## config.mk

```make
export PLATFORM = sky130hd
export DESIGN_NAME = uart_tx_fifo
export DESIGN_NICKNAME = d
export VERILOG_FILES = /design/src/rtl/uart_tx_fifo.sv
export SDC_FILE = /design/constraint.sdc
export NUM_CORES = 1
export LEC_CHECK = 0
export ABC_CLOCK_PERIOD_IN_PS = 2900
export BUFFER_PORTS_ARGS = -buffer_cell sky130_fd_sc_hd__clkbuf_2
export CAP_MARGIN = 20
export CORE_ASPECT_RATIO = 1.4
export CORE_UTILIZATION = 50
export CTS_CLUSTER_SIZE = 24
export DETAILED_ROUTE_END_ITERATION = 10
export HOLD_SLACK_MARGIN = 0.15
export PLACE_DENSITY = 0.74
export SYNTH_ARGS = -nofsm -noshare
export SYNTH_HDL_FRONTEND = slang
export SYNTH_SLANG_ARGS = --single-unit
```

## constraint.sdc

```tcl
create_clock -name clk -period 2.9 [get_ports clk]
set_input_delay 0.435 -clock clk [delete_from_list [all_inputs] [get_ports clk]]
set_output_delay 0.435 -clock clk [all_outputs]
set_load 0.05 [all_outputs]
```

## src/rtl/uart_tx_fifo.sv

```systemverilog
// Transmit FIFO feeding a UART transmitter through a send/Tx_ready handshake.
// Characters are buffered in a circular store and handed over one at a time.
module uart_tx_fifo #(
    parameter int WORD_LENGHT = 8,
    parameter int DEPTH       = 16
) (
    input  logic                   clk,
    input  logic                   rst,
    input  logic [WORD_LENGHT-1:0] wr_data,
    input  logic                   wr_en,
    output logic                   full,
    output logic                   empty,
    output logic [$clog2(DEPTH):0] count,
    output logic                   overflow,
    output logic [WORD_LENGHT-1:0] Tx_in,
    output logic                   send,
    input  logic                   Tx_ready
);

    localparam int AW = $clog2(DEPTH);
    localparam logic [AW:0] FULL_CNT = (AW+1)'(DEPTH);
    localparam logic [AW:0] ONE_CNT  = (AW+1)'(1);
    localparam logic [AW-1:0] ONE_PTR = AW'(1);

    localparam logic [1:0] IDLE      = 2'd0;
    localparam logic [1:0] SEND      = 2'd1;
    localparam logic [1:0] WAIT_DONE = 2'd2;

    logic [1:0]             state;
    logic [WORD_LENGHT-1:0] mem [DEPTH];
    logic [AW-1:0]          rd_ptr;
    logic [AW-1:0]          wr_ptr;
    logic                   pop;
    logic                   push;

    assign full  = (count == FULL_CNT);
    assign empty = (count == '0);

    // Pop decision uses the pre-edge count, so a fresh write waits one edge.
    assign pop  = (state == IDLE) && !empty && Tx_ready;
    assign push = wr_en && (!full || pop);

    always_ff @(posedge clk) begin
        if (push) begin
            mem[wr_ptr] <= wr_data;
        end
    end

    always_ff @(posedge clk) begin
        if (rst) begin
            rd_ptr   <= '0;
            wr_ptr   <= '0;
            count    <= '0;
            overflow <= 1'b0;
        end else begin
            if (push) begin
                wr_ptr <= wr_ptr + ONE_PTR;
            end
            if (pop) begin
                rd_ptr <= rd_ptr + ONE_PTR;
            end
            if (wr_en && !push) begin
                overflow <= 1'b1;
            end
            unique case ({push, pop})
                2'b10:   count <= count + ONE_CNT;
                2'b01:   count <= count - ONE_CNT;
                default: count <= count;
            endcase
        end
    end

    always_ff @(posedge clk) begin
        if (rst) begin
            state <= IDLE;
            send  <= 1'b0;
            Tx_in <= '0;
        end else begin
            unique case (state)
                IDLE: begin
                    if (pop) begin
                        Tx_in <= mem[rd_ptr];
                        send  <= 1'b1;
                        state <= SEND;
                    end
                end
                SEND: begin
                    if (!Tx_ready) begin
                        send  <= 1'b0;
                        state <= WAIT_DONE;
                    end
                end
                WAIT_DONE: begin
                    if (Tx_ready) begin
                        state <= IDLE;
                    end
                end
                default: begin
                    send  <= 1'b0;
                    state <= IDLE;
                end
            endcase
        end
    end

endmodule

```

==> flow_summary.json <==
{
  "status": "finished clean",
  "antenna_cells": 0,
  "drv_slew": 0,
  "gp_congestion": 0.8004,
  "antenna_found_initial": 0,
  "relSlewSlack_pct": 43.72,
  "cts_tree": "built",
  "synth_largest_area_cell": "edfxtp_1",
  "fp.dieW_um": 95.30,
  "netlist_instances": 373,
  "n_fill_cell": 860,
  "cts_resized": 0,
  "avgViaCountPerCell": 5.847,
  "rows": 47,
  "portBuffers": 28,
  "critPathCaptureType": "flip-flop",
  "ys.flop_type": "edfxtp_1",
  "power_leakage_nw": 2.321,
  "async_flop_share_pct": 0,
  "grt.overflow.total": 0,
  "grt_max_degree": 35,
  "grt_pass1_wl_um": 18380,
  "cts_buffers": 17,
  "firstDrtPassIters": 5,
  "maxCapViolCount": 0,
  "io_pins": 29,
  "design.die.area_um2": 12640,
  "avgRoutedWirePerCell_um": 21.03,
  "worst-path-max-fanout": 9,
  "final_net_count": 432,
  "rsz0062_at_grt": "no",
  "wl_um": 11990,
  "start_util_pct": 51.30,
  "finalCriticalPeriod_ns": 2.763,
  "synth-seq-cells": 153,
  "drive_above_1_share_pct": 23.64,
  "synthesis.nets": 395,
  "powerDensity_nw_per_um2": 867.3,
  "synth_top_area_share_pct": 63.08,
  "clk_pin_slew_ns": 0.06,
  "h-tree-depth": 4,
  "finalPower_mw": 6.110,
  "cts_setup_buffers": 0,
  "clockBufferDepth": 2,
  "synth-warning-count": 0,
  "syn-cell-area_um2": 6093,
  "cp_data_required_time_ns": 3.21,
  "fmax_mhz": 362.0,
  "final_cell_mix": "edfxtp_1 (128), nor2_1 (47), mux2i_1 (36), clkbuf_2 (28), dfxtp_1 (20)",
  "seq_area_frac_synth_pct": 71.29,
  "crit_arrival_ns": 3.07,
  "setup_viol": 0,
  "path_class": "reg2reg",
  "avgSynthCellArea_um2": 16.34,
  "final.setup_skew_ns": 0.007274,
  "dp_hpwl_um": 7816,
  "drc_errors": 0,
  "clock-sinks": 153,
  "hold_violations": 0,
  "first_global_vias": 3431,
  "grt_util_all_layers_pct": 20.70,
  "synth_area_leaders": "edfxtp_1 (63%), dfxtp_1 (8.2%), mux2i_1 (5.9%)",
  "post-route-period-util_pct": 95.26,
  "layout_commonest_cell": "edfxtp_1",
  "core-area_um2": 11880,
  "startpoint_type": "flip-flop",
  "max-vdd-ir-drop_mv": 0.4050,
  "drt_iter0_markers": 317,
  "min-delay-path-class": "in2reg",
  "worstMarginPinSlew_ns": 0.8411,
  "clkLatencyLatePin_ns": 0.42,
  "fin_setup_tns_ns": 0,
  "areaGrowthSynthToFinish_pct": 15.63,
  "vias": 3333,
  "final_util_pct": 59.31,
  "die_y_um": 132.6,
  "cts-root-buf": "clkbuf_16",
  "synth.distinct_cells": 38,
  "synth_edf_count": 128,
  "cts_hold_buf": 0,
  "ant_nets": 0
}
==> cell usage after synthesis, types with 3 or more instances <==
library cell  count
a21oi_1           5
a22oi_1           8
a311oi_1          8
buf_1             6
clkbuf_1         12
dfxtp_1          25
edfxtp_1        128
ha_1              9
inv_1             4
mux2i_1          36
mux4_2           16
nand2_1           5
nand2b_1          3
nor2_1           47
nor2b_1           4
nor3_1            8
o22ai_1          16
xnor2_1           4
xor2_1            5
==> layout make-up <==
| type | count | area (um2) | share of cell area, % |
|---|---|---|---|
| flip-flops and latches | 153 | 4355 | 61.82 |
| multi-input cells | 194 | 1665 | 23.64 |
| clock buffers | 17 | 425.4 | 6.038 |
| repair buffers | 40 | 242.7 | 3.445 |
| well taps | 147 | 183.9 | 2.611 |
| clock inverters | 15 | 157.7 | 2.238 |
| inverters | 4 | 15.01 | 0.2131 |
==> path summary, 6_finish.rpt <==
path / endpoint / slack (ns) / cells past startpoint / startpoint
hold / removal: state[1]$_SDFFE_PP0P_ / 0.21 / 2 / Tx_ready
setup / recovery: count[4]$_SDFFE_PP0P_ / 0.14 / 9 / count[3]$_SDFFE_PP0P_
setup reg to reg: count[4]$_SDFFE_PP0P_ / 0.14 / 9 / count[3]$_SDFFE_PP0P_
hold reg to reg: overflow$_SDFFE_PP0P_ / 0.49 / 2 / overflow$_SDFFE_PP0P_
==> state kept, by name, summed over array words and instances (netlist names) <==
| register | flops |
|---|---|
| mem | 128 |
| Tx_in | 8 |
| count | 5 |
| rd_ptr | 4 |
| wr_ptr | 4 |
| state | 2 |
| overflow | 1 |
| send | 1 |
==> power by group <==
group	leakage [nW]	total [mW]	internal (mW)	switching (mW)
Combinational	0.675	1.31	0.430	0.879
Sequential	1.36	2.64	2.53	0.107
Clock	0.283	2.16	1.34	0.827
==> kinds of logic after synthesis <==
kind of cell / share of synthesized area, %
flops: 71.29
simple gates: 5.750
mux: 12.26
compound gates: 5.339
buf+inv: 1.889
fa+ha+maj: 2.177
xor+xnor: 1.294
==> through the flow <==
step                worst slack, ns  cells  cell area [um2]  hold slack, ns
floorplan                  0.007911    373             6138          0.5124
global placement             0.1895    537             6455          0.4503
detailed placement           0.1532    537             6455          0.4692
CTS                          0.1250    569             7038          0.2014
global route                0.02735    570             7046          0.2308
finish                       0.1374    570             7046          0.2138
==> routing by layer <==
| layer | vias up | track usage [%] | wire [um] |
|---|---|---|---|
| li1 | 1521 | - | - |
| met1 | 1668 | 25.20 | 4867 |
| met2 | 122 | 33.25 | 6125 |
| met3 | 22 | 5.402 | 596 |
| met4 | 0 | 11.11 | 397 |
| met5 | - | 0 | 0 |
==> critical path, stage by stage, from the launching register on <==
cell	delay (ns)
dfxtp_4	0.35
or4_4	0.60
o31a_1	0.33
inv_2	0.08
ha_4	0.18
ha_4	0.22
a21o_1	0.19
a21oi_2	0.15
mux2i_1	0.22
mux2_2	0.35
No activity file was read; power rests on OpenSTA's default activity.
